## src/rtl/fetch_stage_pkg.sv

```systemverilog
// Shared types and constants for the instruction-fetch stage.
//   DEF_NOP_INSTR  : bubble shown to decode when nothing is valid (addi x0,x0,0)
//   DEF_RESET_PC   : default first fetch address after reset
//   fetch_state_t  : FETCH (request phase) / WAIT (one request outstanding)
//   fetch_entry_t  : {instr, pc}, used for both the IF/ID register and the skid entry
package fetch_stage_pkg;

    localparam logic [31:0] DEF_NOP_INSTR = 32'h0000_0013;
    localparam logic [31:0] DEF_RESET_PC  = 32'h0000_0000;

    typedef enum logic {
        FETCH = 1'b0,
        WAIT  = 1'b1
    } fetch_state_t;

    typedef struct packed {
        logic [31:0] instr;
        logic [31:0] pc;
    } fetch_entry_t;

endpackage

```

## src/rtl/fetch_stage_skid_buf.sv

```systemverilog
// One-entry skid buffer parking a fetched word while IF/ID is held by decode.
//   clk_i, rst_i : clock, synchronous active-high reset
//   flush_i      : discard the entry (wins over load/drain)
//   load_i       : capture data_i
//   drain_i      : entry has been moved into IF/ID
//   data_i       : entry to capture
//   valid_o      : entry held
//   data_o       : held entry
module fetch_skid_buf
    import fetch_stage_pkg::*;
(
    input  logic         clk_i,
    input  logic         rst_i,
    input  logic         flush_i,
    input  logic         load_i,
    input  logic         drain_i,
    input  fetch_entry_t data_i,
    output logic         valid_o,
    output fetch_entry_t data_o
);

    logic         valid_q, valid_d;
    fetch_entry_t data_q, data_d;

    always_comb begin
        valid_d = valid_q;
        data_d  = data_q;
        if (flush_i) begin
            valid_d = 1'b0;
        end else if (load_i) begin
            valid_d = 1'b1;
            data_d  = data_i;
        end else if (drain_i) begin
            valid_d = 1'b0;
        end
    end

    always_ff @(posedge clk_i) begin
        if (rst_i) begin
            valid_q <= 1'b0;
            data_q  <= '0;
        end else begin
            valid_q <= valid_d;
            data_q  <= data_d;
        end
    end

    assign valid_o = valid_q;
    assign data_o  = data_q;

endmodule

```

## src/rtl/fetch_stage.sv

```systemverilog
// Instruction-fetch stage: PC register, single-outstanding imem request FSM,
// IF/ID register backed by a one-entry skid buffer, and redirect/drop handling.
//   clk_i, rst_i          : clock, synchronous active-high reset
//   PCSrc_i, PCTarget_i   : taken-branch redirect for the instruction on valid_o
//   stall_i               : decode holds IF/ID
//   imem_req_o/addr_o     : word read request (addr held until gnt)
//   imem_gnt_i            : request accepted
//   imem_rvalid_i/rdata_i : read response
//   instr_o, pc_o, pc_plus4_o, valid_o : IF/ID outputs to decode
module fetch_stage
    import fetch_stage_pkg::*;
#(
    parameter logic [31:0] RESET_PC  = DEF_RESET_PC,
    parameter logic [31:0] NOP_INSTR = DEF_NOP_INSTR
) (
    input  logic        clk_i,
    input  logic        rst_i,
    input  logic        PCSrc_i,
    input  logic [31:0] PCTarget_i,
    input  logic        stall_i,
    output logic        imem_req_o,
    output logic [31:0] imem_addr_o,
    input  logic        imem_gnt_i,
    input  logic        imem_rvalid_i,
    input  logic [31:0] imem_rdata_i,
    output logic [31:0] instr_o,
    output logic [31:0] pc_o,
    output logic [31:0] pc_plus4_o,
    output logic        valid_o
);

    fetch_state_t state_q, state_d;
    logic [31:0]  pc_q, pc_d;
    logic [31:0]  req_addr_q, req_addr_d;
    logic         drop_q, drop_d;
    fetch_entry_t ifid_q, ifid_d;
    logic         ifid_vld_q, ifid_vld_d;

    logic         skid_vld, skid_load, skid_drain, skid_flush;
    fetch_entry_t skid_data, resp_entry;
    logic         fetch_req, redirect, consume, resp_ok;

    // No new request while a parked word waits: keeps at most one word
    // beyond IF/ID, so a response never finds the skid occupied.
    assign fetch_req  = (state_q == FETCH) && !skid_vld;
    assign redirect   = PCSrc_i && ifid_vld_q;
    assign consume    = ifid_vld_q && !stall_i;
    assign resp_ok    = (state_q == WAIT) && imem_rvalid_i && !drop_q && !redirect;
    assign resp_entry = '{instr: imem_rdata_i, pc: req_addr_q};

    always_comb begin
        state_d    = state_q;
        pc_d       = pc_q;
        req_addr_d = req_addr_q;
        drop_d     = drop_q;
        ifid_d     = ifid_q;
        ifid_vld_d = ifid_vld_q;
        skid_load  = 1'b0;
        skid_drain = 1'b0;
        skid_flush = 1'b0;

        case (state_q)
            FETCH: begin
                if (fetch_req && imem_gnt_i) state_d = WAIT;
            end
            WAIT: begin
                if (imem_rvalid_i) begin
                    state_d = FETCH;
                    if (drop_q) drop_d = 1'b0;             // stale word, PC untouched
                    else        pc_d   = req_addr_q + 32'd4;
                end
            end
            default: state_d = FETCH;
        endcase

        // IF/ID: a parked word always goes first, so order is preserved.
        if (consume) begin
            if (skid_vld) begin
                ifid_d     = skid_data;
                skid_drain = 1'b1;
            end else begin
                ifid_vld_d = 1'b0;
            end
        end
        if (resp_ok) begin
            if (!ifid_vld_q || consume) begin
                ifid_d     = resp_entry;
                ifid_vld_d = 1'b1;
            end else begin
                skid_load = 1'b1;
            end
        end

        // Redirect wins over stall and any load. A request that is already
        // issued (granted, or still waiting for gnt) must complete, so its
        // data is marked for dropping unless it returns right now.
        if (redirect) begin
            ifid_vld_d = 1'b0;
            skid_flush = 1'b1;
            skid_load  = 1'b0;
            skid_drain = 1'b0;
            pc_d       = PCTarget_i & 32'hFFFF_FFFC;
            if ((state_q == WAIT && !imem_rvalid_i) || (state_q == FETCH && fetch_req))
                drop_d = 1'b1;
        end

        // Address is captured whenever FETCH is (re)entered or idle; it is
        // frozen only while a request is on the bus awaiting gnt.
        if (state_d == FETCH && !(fetch_req && !imem_gnt_i))
            req_addr_d = pc_d;
    end

    always_ff @(posedge clk_i) begin
        if (rst_i) begin
            state_q    <= FETCH;
            pc_q       <= RESET_PC;
            req_addr_q <= RESET_PC;
            drop_q     <= 1'b0;
            ifid_q     <= '{instr: NOP_INSTR, pc: 32'h0};
            ifid_vld_q <= 1'b0;
        end else begin
            state_q    <= state_d;
            pc_q       <= pc_d;
            req_addr_q <= req_addr_d;
            drop_q     <= drop_d;
            ifid_q     <= ifid_d;
            ifid_vld_q <= ifid_vld_d;
        end
    end

    fetch_skid_buf u_skid (
        .clk_i   (clk_i),
        .rst_i   (rst_i),
        .flush_i (skid_flush),
        .load_i  (skid_load),
        .drain_i (skid_drain),
        .data_i  (resp_entry),
        .valid_o (skid_vld),
        .data_o  (skid_data)
    );

    // Outputs are forced quiet during the reset cycle itself, not just after it.
    assign imem_req_o  = fetch_req && !rst_i;
    assign imem_addr_o = req_addr_q;
    assign valid_o     = ifid_vld_q && !rst_i;
    assign instr_o     = valid_o ? ifid_q.instr : NOP_INSTR;
    assign pc_o        = rst_i ? 32'h0 : ifid_q.pc;
    assign pc_plus4_o  = pc_o + 32'd4;

endmodule
```

## config.mk

```make
export PLATFORM = sky130hd
export DESIGN_NAME = fetch_stage
export DESIGN_NICKNAME = d
export VERILOG_FILES = /design/src/rtl/fetch_stage_pkg.sv /design/src/rtl/fetch_stage_skid_buf.sv /design/src/rtl/fetch_stage.sv
export SDC_FILE = /design/constraint.sdc
export NUM_CORES = 1
export LEC_CHECK = 0
export BUFFER_PORTS_ARGS = -buffer_cell sky130_fd_sc_hd__buf_2
export CORE_MARGIN = 1.5
export CORE_UTILIZATION = 28
export DETAILED_ROUTE_END_ITERATION = 7
export PLACE_DENSITY_LB_ADDON = 0.05
export SLEW_MARGIN = 25
export SYNTH_ARGS = -nofsm -noshare
export SYNTH_HDL_FRONTEND = slang
export SYNTH_SLANG_ARGS = --single-unit
```

## constraint.sdc

```tcl
create_clock -name clk_i -period 4.93 [get_ports clk_i]
set_input_delay 0.986 -clock clk_i [delete_from_list [all_inputs] [get_ports clk_i]]
set_output_delay 0.986 -clock clk_i [all_outputs]
set_load 0.05 [all_outputs]
```

=== Word-level counts from Yosys, hierarchy flattened ===
Index checks and enable logic that the tools add are counted.

* Register bits: 196
* Bits in latches: 0
* RAM bits: 0
* Bits in read-only memories: 0
* Bits of input ports: 70
* Memories kept: 0

* $add $sub $neg: 2
* Multipliers: 0
* Divide/modulo/power cells: 0
* Order comparisons: 0
* Equality and inequality tests: 0
* Shift-type cells: 0
* Mux-type cells: 30
* Bitwise operators: 3
* Reductions and logical operators: 28

{| class="wikitable"
|+ Operators by type and width
! operator !! count
|-
| two-way mux 64 bit || 4
|-
| two-way mux 32 bit || 6
|-
| adder 32 x 3 -> 32 bit, second input constant || 2
|-
| two-way mux 1 bit || 19
|-
| logical AND 1 bit || 13
|-
| zero test 1 bit || 9
|-
| OR reduction 2 bit || 2
|-
| inverter 1 bit || 3
|-
| logical OR 1 bit || 2
|-
| case mux 1 bit (2 select lines) || 1
|-
| AND reduction 2 bit || 1
|-
| nonzero test 2 bit || 1
|}

=== Depth between registers and ports, before layout ===
Gate-level depths: netlist of the first run.

* Depth in word-level cells: 7
* Depth in mapped cells: 13
* Mapped depth without buffers: 9

=== Modules after synthesis ===
A second synthesis of the first run with hierarchy kept.

* Cell total of the unflattened synthesis: 1187
* Area, all modules: 10536.4 um2

{| class="wikitable"
|+ By module, submodules not included
! module !! times used !! cells each !! area each (um2) !! sequential area each (um2)
|-
| fetch_stage || 1 || 891 || 7268.2 || 2622.5
|-
| fetch_skid_buf || 1 || 296 || 3268.1 || 1301.2
|}

=== Least setup slack after synthesis of the first run ===
OpenSTA, ideal clock, no wires.

* Kind: input to output
* Start: input port rst_i
* End: output port pc_plus4_o[30]
* Arrival time: 5139 ps
* Data required time: 3944 ps
* Setup slack: -1195 ps
* Stages on the path: 13
* Path buffers: 4
* Cells stage by stage: buf_4 -> clkbuf_1 -> inv_1 -> clkbuf_1 -> clkbuf_1 -> nand2_1 -> inv_1 -> ha_1 -> and3_1 -> nand2_1 -> or4_4 -> or4_1 -> a21oi_1

* Longest elaborated chain between the ends: 2

{| class="wikitable"
|+ RTL lines
! what !! line !! RTL
|-
| start: declaration || fetch_stage.sv:17 || <nowiki>input logic rst_i,</nowiki>
|-
| two-way mux 32 bit || fetch_stage.sv:147 || <nowiki>assign pc_o = rst_i ? 32'h0 : ifid_q.pc;</nowiki>
|-
| net pc_o[2] || fetch_stage.sv:27 || <nowiki>output logic [31:0] pc_o,</nowiki>
|-
| adder 32 x 3 -> 32 bit || fetch_stage.sv:148 || <nowiki>assign pc_plus4_o = pc_o + 32'd4;</nowiki>
|-
| end: declaration || fetch_stage.sv:28 || <nowiki>output logic [31:0] pc_plus4_o,</nowiki>
|}

The timed path passes the listed nets, and every way through them passes these cells.

=== Worst setup path in the final report of the first run ===
* Start: input port rst_i
* End: output port pc_plus4_o[30]

* Longest elaborated chain between the ends: 2

{| class="wikitable"
|+ RTL lines
! what !! line
|-
| two-way mux 32 bit || fetch_stage.sv:147
|-
| adder 32 x 3 -> 32 bit || fetch_stage.sv:148
|}

No other way between the ends.

==> impl_metrics.yaml, run 1 <==
final_layout:
  final_util_pct: 34.6
  nNetsFinal: 1411
  area_growth_pct: 21.4
  antenna_cells: 0
  drive_gt1_share_pct: 20.5
die:
  io_pins: 200
  die_h_um: 188
  design.core.area_mm2: 0.0336
  die_area_mm2: 0.0353
  rows: 67
  die_w_um: 188
  start_util_pct: 28.5
pwr:
  power_density_mw_per_mm2: 299
  switching_power_uw: 990
  power_frac_comb_pct: 11.9
  seqPwrFrac_pct: 49.2
  p_leak_uw: 0.00496
  ir_drop_mv: 0.257
  p_sw_share_pct: 28.5
  clkPwrFrac_pct: 38.9
  p_int_uw: 2490
setup_path:
  startpoint: "rst_i"
  worstSetupPathType: "in2out"
  cp.arrival_ns: 3.51
  cp_max_fo: 33
  r2r-start: "state_q$_SDFF_PP0_"
  rrSetupSlack_ns: 2.32
  slowest_delay_ns: 0.57
  cp-start-kind: "primary input"
  critPathBufInv: 4
  crit_end: "pc_plus4_o[30]"
  path_cells: "buf_6, inv_1, nand2_8, clkinvlp_4, ha_4, and3_4, nand2_1, or4_4, or4_1, a21oi_4, buf_2"
  cp_num_cells: 11
  cpLargestDelayFamily: "simple AND/OR/NAND/NOR gates"
  cp-end-kind: "output pin"
  required_ns: 3.94
  worst_r2r_path_depth: 6
  slowest_stage: "or4_4"
  r2r_end: "ifid_q[33]$_SDFF_PP1_"
worst_hold_path:
  min_path_cells: 2
  hp-class: "reg2reg"
  worst_hold_startpoint: "u_skid.data_o[41]$_SDFFE_PP0P_"
yosys:
  ys_ff_latch: 196
  synth_compound_area_share_pct: 17.8
  yosys_warnings: 0
  synth_nets: 1271
  synth_common_cells: "dfxtp_1 (196), nand2_1 (192), nor2_1 (116)"
  async_flop_share_pct: 0
  synthCells: 1199
  synth_top_family_by_area: "simple AND/OR/NAND/NOR gates"
  synth.mux.area_fraction_pct: 7.14
  yosysMostFrequentCell: "dfxtp_1"
  ys_seq_area_share_pct: 40.9
  synth.top_cell.area_share_pct: 40.9
  syn-cell-area_mm2: 0.00958
  synth_fa_ha_area_share_pct: 0.261
  synthSimpleGateAreaFrac_pct: 25.4
  postSynthAreaPerCell_um2: 7.99
  yosys_most_used_dff: "dfxtp_1"
  synth-xor-area-share_pct: 3.66
  synth_top_area_cell: "dfxtp_1"
  yosys-top-cells-area: "dfxtp_1 (41%), nand2_1 (7.5%), mux2i_1 (6.8%)"
  synth_edf_count: 0
  synth_cell_types: 57
placement:
  dp_hpwl_um: 22700
  place.gp.congestion: 0.787
  io_buffers: 197
cts:
  htreeDepth: 4
  cts_resized: 0
  cts.sinks: 196
  numCtsBuffers: 17
  clockBufferDepth: 2
  cts_root_buf: "clkbuf_16"
  clkTransAtPathRegs_ns: 0.07
  cts_tree: "yes"
  insertion_delay_ns: 0.45
  post_cts_buffers: 0
  holdBufCountCts: 0
timing:
  worst_pin_slew_ns: 0.969
  rsz0062_at_grt: "false"
  max_freq_mhz: 222
  min_period_ns: 4.50
  hold_viol_final: 0
  drv_slew: 0
  slew_headroom_pct: 34.0
  finalSetupTns_ns: 0
  skew_ns: 0.00901
  setup_viol: 0
  final.period_utilization_pct: 91.2
detailed_routing:
  drtIter0Drc: 464
  vias_per_cell: 4.96
  routed_wirelength_um: 33300
  routedWlPerCell_um: 18.5
  drc: 0
  ant_nets: 0
  drtPass1Iterations: 5
  vias: 8925
status:
  outcome: "finished clean"
global_routing:
  grt_first_pass_wirelength_um: 51800
  grt_remaining_overflow: 0
  grt_usage_pct: 18.9
  grt_max_degree: 65
  grt_antenna_before_repair: 0
  grt_pass1_vias: 8490
flow_run:
  drv_cap: 0
-- power by group through the flow --
| stage | Clock [uW] | Sequential (uW) | Combinational [uW] |
|---|---|---|---|
| after detailed placement | 0 | 1750 | 418 |
| final | 1350 | 1710 | 415 |
| after global placement | 0 | 1750 | 418 |
| after floorplan | 0 | 1740 | 270 |
| after CTS | 1410 | 1710 | 420 |
| after global routing | 1470 | 1720 | 450 |
-- state kept, by name, indices dropped and copies added (netlist names) --
signal and count:
u_skid.valid_o 1, pc_q 32, drop_q 1, ifid_vld_q 1, state_q 1, imem_addr_o 32
ifid_q 64, u_skid.data_o 64
-- layout by cell type (no fill, tap or decap), drive strengths merged, types with 20 or more instances in the layout --
| cell | synthesis | routed |
|---|---|---|
| nand4 | 25 | 25 |
| xnor2 | 27 | 27 |
| nor2 | 116 | 116 |
| nor2b | 33 | 33 |
| dfxtp | 196 | 196 |
| o21ai | 35 | 35 |
| clkbuf | 79 | 24 |
| a21oi | 111 | 111 |
| nand3 | 31 | 31 |
| mux2i | 65 | 65 |
| a211oi | 69 | 69 |
| and3 | 20 | 20 |
| buf | 25 | 225 |
| nand2 | 192 | 192 |
| and2 | 34 | 34 |
-- worst min-delay path by stage --
stage | end | slack [ns]
after global routing | u_skid.data_o[39]$_SDFFE_PP0P_ | 0.47
final | u_skid.data_o[41]$_SDFFE_PP0P_ | 0.45
after CTS | u_skid.data_o[41]$_SDFFE_PP0P_ | 0.46
after detailed placement | u_skid.data_o[15]$_SDFFE_PP0P_ | 0.45
after floorplan | u_skid.data_o[0]$_SDFFE_PP0P_ | 0.44
after global placement | u_skid.data_o[23]$_SDFFE_PP0P_ | 0.44
-- cell families (layout without fill, tap and decap cells) --
| group | count (synthesis) | in the layout |
|---|---|---|
| AO/OA/AOI/OAI | 273 | 273 |
| buffers and inverters | 114 | 266 |
| XOR/XNOR | 40 | 40 |
| multiplexers | 68 | 68 |
| flip-flops | 196 | 196 |
| AND/OR/NAND/NOR | 506 | 506 |
| adder cells (fa/ha/maj) | 2 | 2 |
-- cell type report --
| type | count | area [um^2] |
|---|---|---|
| fill | 3631 | 22000 |
| multi-input combinational | 889 | 5300 |
| sequential | 196 | 3920 |
| timing repair buffer | 225 | 1260 |
| tap | 448 | 561 |
| clock buffer | 24 | 472 |
| clock inverter | 7 | 75.1 |
| inverter | 10 | 41.3 |
-- per-layer routing --
| metal | part of all wire, % | wire (um) | up-vias | GRT usage, % |
|---|---|---|---|---|
| met3 | 3.7 | 1240 | 29 | 3.33 |
| met4 | 1.6 | 533 | 0 | 5.29 |
| li1 | - | - | 4487 | - |
| met2 | 45 | 15100 | 205 | 29.7 |
| met1 | 49 | 16500 | 4204 | 26.5 |
| met5 | 0 | 0 | - | 0 |
-- worst reg2reg max path, stage by stage (launching register included) --
cell and delay [ns]:
dfxtp_1 0.57, and3b_1 0.54, buf_4 0.27, nand3_4 0.45, buf_12 0.39, o21ai_0 0.19, nand2_1 0.07
-- through the flow --
stage               area, um^2  cells  hold WS [ns]  setup WS, ns  power [uW]
global route             11600   1799         0.471         0.351        3640
finish                   11600   1799         0.453         0.434        3480
CTS                      11600   1798         0.456         0.388        3540
floorplan                 9660   1199         0.436        0.0273        2010
detailed placement       11100   1767         0.446         0.389        2170
global placement         11100   1767         0.443         0.407        2170
Note: power is estimated with default switching activity, not from simulation.
==> inputs of run 2 (changes only) <==
CTS_BUF_LIST = sky130_fd_sc_hd__clkbuf_8   (was not set)
==> impl_metrics.yaml, run 2 (synthesized netlist as in run 1, its figures left out) <==
pwr:
  power_density_mw_per_mm2: 273
  p_int_uw: 2180
  p_sw_share_pct: 30.2
  ir_drop_mv: 0.153
  clkPwrFrac_pct: 32.1
  power_frac_comb_pct: 13.3
  p_leak_uw: 0.00490
  switching_power_uw: 946
  seqPwrFrac_pct: 54.6
setup_path:
  worst_r2r_path_depth: 6
  required_ns: 3.94
  cp_max_fo: 33
  cp.arrival_ns: 3.51
  r2r-start: "imem_addr_o[2]$_SDFFE_PP0P_"
  r2r_end: "imem_addr_o[20]$_SDFFE_PP0P_"
  worstSetupPathType: "in2out"
  rrSetupSlack_ns: 2.32
  cp-start-kind: "primary input"
  cp-end-kind: "output pin"
die:
  design.core.area_mm2: 0.0336
  rows: 67
  io_pins: 200
  die_area_mm2: 0.0353
  die_h_um: 188
  start_util_pct: 28.5
  die_w_um: 188
detailed_routing:
  ant_nets: 0
  drc: 0
  drtIter0Drc: 479
  routed_wirelength_um: 33200
  drtPass1Iterations: 4
  routedWlPerCell_um: 18.5
  vias: 8931
  vias_per_cell: 4.96
final_layout:
  mostFrequentLayoutCells: "dfxtp_1 (196), buf_2 (196), nand2_1 (191)"
  multi_input_area_mm2: 0.00530
  fillers: 3647
  nNetsFinal: 1411
  drive_gt1_share_pct: 20.5
  antenna_cells: 0
  seq_area_mm2: 0.00392
  area_growth_pct: 19.4
timing:
  final.period_utilization_pct: 91.3
  drv_slew: 0
  worst_pin_slew_ns: 0.942
  hold_viol_final: 0
  slew_headroom_pct: 35.9
  skew_ns: 0.0148
  whs_ns: 0.457
  min_period_ns: 4.50
  max_freq_mhz: 222
  rsz0062_at_grt: "false"
  setup_viol: 0
  finalSetupTns_ns: 0
cts:
  holdBufCountCts: 0
  cts_root_buf: "clkbuf_8"
  numCtsBuffers: 17
  cts_resized: 0
  clkTransAtPathRegs_ns: 0.10
  cts.sinks: 196
  post_cts_buffers: 0
  cts_tree: "yes"
  htreeDepth: 4
  clockBufferDepth: 2
  insertion_delay_ns: 0.48
placement:
  dp_hpwl_um: 22700
  io_buffers: 197
  place.gp.congestion: 0.787
global_routing:
  grt_first_pass_wirelength_um: 51700
  grt_remaining_overflow: 0
  grt_usage_pct: 18.8
  grt_antenna_before_repair: 0
  grt_max_degree: 65
  grt_pass1_vias: 8471
flow_run:
  drv_cap: 0
worst_hold_path:
  hold_end: "u_skid.data_o[41]$_SDFFE_PP0P_"
  hp-class: "reg2reg"
  min_path_cells: 2
  worst_hold_startpoint: "u_skid.data_o[41]$_SDFFE_PP0P_"
status:
  outcome: "finished clean"
==> run 2: worst max-delay path: stages <==
cell,delay [ns]
buf_6,0.18
inv_1,0.18
nand2_8,0.06
clkinvlp_4,0.09
ha_4,0.15
and3_4,0.21
nand2_1,0.11
or4_4,0.57
or4_1,0.54
a21oi_4,0.15
buf_2,0.28
==> run 2: power groups by stage <==
| stage | clock [uW] | combinational, uW | sequential (uW) |
|---|---|---|---|
| after global placement | 0 | 418 | 1750 |
| final | 1000 | 415 | 1710 |
| after floorplan | 0 | 270 | 1740 |
| after detailed placement | 0 | 418 | 1750 |
| after global routing | 1110 | 450 | 1720 |
| after CTS | 1060 | 420 | 1710 |
==> run 2: stage by stage <==
| stage | util (%) | std cells | worst slack (ns) | area [um^2] | total power [uW] |
|---|---|---|---|---|---|
| after floorplan | - | 1199 | 0.0273 | 9660 | 2010 |
| after global placement | 32.9 | 1767 | 0.407 | 11100 | 2170 |
| after detailed placement | 32.9 | 1767 | 0.389 | 11100 | 2170 |
| after CTS | 34.0 | 1798 | 0.388 | 11400 | 3190 |
| after global routing | 34.0 | 1799 | 0.351 | 11400 | 3280 |
| final | 34.0 | 1799 | 0.430 | 11400 | 3130 |
==> run 2: per-layer routing <==
| layer | global-route usage, % | vias to the layer above | part of all wire (%) |
|---|---|---|---|
| met4 | 4.65 | 0 | 1.4 |
| met2 | 29.7 | 215 | 45 |
| met3 | 3.33 | 21 | 4.0 |
| met1 | 26.5 | 4208 | 49 |
| met5 | 0 | - | 0 |
| li1 | - | 4487 | - |
==> run 2: worst max-delay path by stage <==
stage | depth (start not counted) | endpoint | start
after global routing | 11 | pc_plus4_o[30] | rst_i
after CTS | 11 | pc_plus4_o[30] | rst_i
after floorplan | 13 | pc_plus4_o[30] | rst_i
after global placement | 11 | pc_plus4_o[30] | rst_i
after detailed placement | 11 | pc_plus4_o[30] | rst_i
final | 11 | pc_plus4_o[30] | rst_i
==> run 2: cell type report <==
class	count	area share, %
multi-input cells	889	46.3
flip-flops and latches	196	34.3
repair buffers	225	11.0
well taps	448	4.90
clock buffers	19	2.28
clock inverters	12	0.820
inverters	10	0.361
==> inputs of run 3 (changes only) <==
clock period = 5.45 ns   (was 4.93 ns; I/O delays follow)
==> impl_metrics.yaml, run 3 (synthesized netlist as in run 1, its figures left out) <==
status:
  outcome: "finished clean"
setup_path:
  required_ns: 4.36
  worst_r2r_path_depth: 5
  slowest_stage: "or4_4"
  r2r-start: "state_q$_SDFF_PP0_"
  cp_max_fo: 30
  rrSetupSlack_ns: 2.74
  crit_end: "pc_plus4_o[30]"
  r2r_end: "ifid_q[33]$_SDFF_PP1_"
  cp-end-kind: "output pin"
  cp-start-kind: "primary input"
  cp.arrival_ns: 3.68
  slowest_delay_ns: 0.58
  path_cells: "buf_6, inv_1, nand2_4, clkinvlp_4, ha_1, and3_1, nand2_1, or4_4, or4_1, a21oi_4, buf_2"
  startpoint: "rst_i"
  worstSetupPathType: "in2out"
timing:
  setup_viol: 0
  finalSetupTns_ns: 0
  whs_ns: 0.459
  min_period_ns: 4.77
  drv_slew: 0
  hold_viol_final: 0
  rsz0062_at_grt: "false"
  skew_ns: 0.0194
  max_freq_mhz: 210
  worst_slack_ns: 0.683
  final.period_utilization_pct: 87.5
  slew_headroom_pct: 34.6
  worst_pin_slew_ns: 0.961
detailed_routing:
  drtIter0Drc: 521
  drc: 0
  vias_per_cell: 4.95
  routedWlPerCell_um: 18.3
  drtPass1Iterations: 4
  routed_wirelength_um: 32900
  vias: 8883
  ant_nets: 0
pwr:
  seqPwrFrac_pct: 51.5
  power_frac_comb_pct: 12.3
  switching_power_uw: 892
  power_density_mw_per_mm2: 263
  ir_drop_mv: 0.148
  clkPwrFrac_pct: 36.2
  p_sw_share_pct: 29.7
  p_int_uw: 2110
  p_leak_uw: 0.00489
placement:
  placed_area_mm2: 0.0110
  place.gp.congestion: 0.770
  io_buffers: 197
  preCtsSetupSlack_ns: 0.657
  dp_hpwl_um: 22400
cts:
  htreeDepth: 4
  cts_resized: 0
  cts_root_buf: "clkbuf_8"
  post_cts_buffers: 0
  insertion_delay_ns: 0.49
  cts.sinks: 196
  cts_tree: "yes"
  clockBufferDepth: 2
  numCtsBuffers: 17
  holdBufCountCts: 0
  clkTransAtPathRegs_ns: 0.11
die:
  rows: 67
  start_util_pct: 28.5
  design.core.area_mm2: 0.0336
  die_area_mm2: 0.0353
  io_pins: 200
  die_h_um: 188
  die_w_um: 188
final_layout:
  seq_area_mm2: 0.00392
  fillers: 3610
  fin_area_mm2: 0.0114
  final_util_pct: 34.0
  multi_input_area_mm2: 0.00527
  area_growth_pct: 19.2
  drive_gt1_share_pct: 20.3
  mostFrequentLayoutCells: "dfxtp_1 (196), buf_2 (196), nand2_1 (191)"
  nNetsFinal: 1403
worst_hold_path:
  hp-class: "reg2reg"
global_routing:
  grt_usage_pct: 18.6
  grt_max_degree: 65
  grt_first_pass_wirelength_um: 51200
  grt_antenna_before_repair: 0
  grt_remaining_overflow: 0
  grt_pass1_vias: 8386
flow_run:
  drv_cap: 0
-- run 3: per-layer routing --
layer / vias to the layer above / global-route usage [%] / part of all wire, %
li1: 4479 / - / -
met2: 183 / 29.8 / 46
met4: 0 / 3.91 / 0.98
met5: - / 0 / 0
met1: 4206 / 25.9 / 49
met3: 15 / 3.28 / 3.8
-- run 3: how the worst min path moves through the flow --
stage                     slack (ns)                              to                           start  cells after the start
after floorplan                 0.44   u_skid.data_o[0]$_SDFFE_PP0P_   u_skid.data_o[0]$_SDFFE_PP0P_                      2
after global placement          0.44  u_skid.data_o[23]$_SDFFE_PP0P_  u_skid.data_o[23]$_SDFFE_PP0P_                      2
after detailed placement        0.45   u_skid.data_o[3]$_SDFFE_PP0P_   u_skid.data_o[3]$_SDFFE_PP0P_                      2
after CTS                       0.46  u_skid.data_o[43]$_SDFFE_PP0P_  u_skid.data_o[43]$_SDFFE_PP0P_                      2
after global routing            0.47  u_skid.data_o[63]$_SDFFE_PP0P_  u_skid.data_o[63]$_SDFFE_PP0P_                      2
final                           0.46  u_skid.data_o[35]$_SDFFE_PP0P_  u_skid.data_o[35]$_SDFFE_PP0P_                      2
-- run 3: critical path: cells and delay by family --
kind | cells | cell delay, ns
buf+inv | 4 | 0.64
fa+ha+maj | 1 | 0.19
simple gates | 5 | 1.59
compound gates | 1 | 0.15
-- run 3: final cells by class --
class	count	area share, %
diodes	1	0.0219
clock buffers	18	2.17
clock inverters	14	1.73
inverters	10	0.361
multi-input cells	889	46.1
flip-flops and latches	196	34.3
well taps	448	4.91
repair buffers	217	10.3
-- run 3: power groups by stage --
stage	Combinational [uW]	Clock (uW)	Sequential (uW)
after CTS	375	1140	1550
after detailed placement	374	0	1580
after global routing	403	1190	1560
after global placement	373	0	1580
final	371	1090	1550
after floorplan	241	0	1580
-- run 3: through the flow --
step                      total power, uW  std cells
after detailed placement             1950       1760
final                                3000       1793
after global routing                 3150       1792
after floorplan                      1820       1199
after global placement               1950       1760
after CTS                            3060       1792
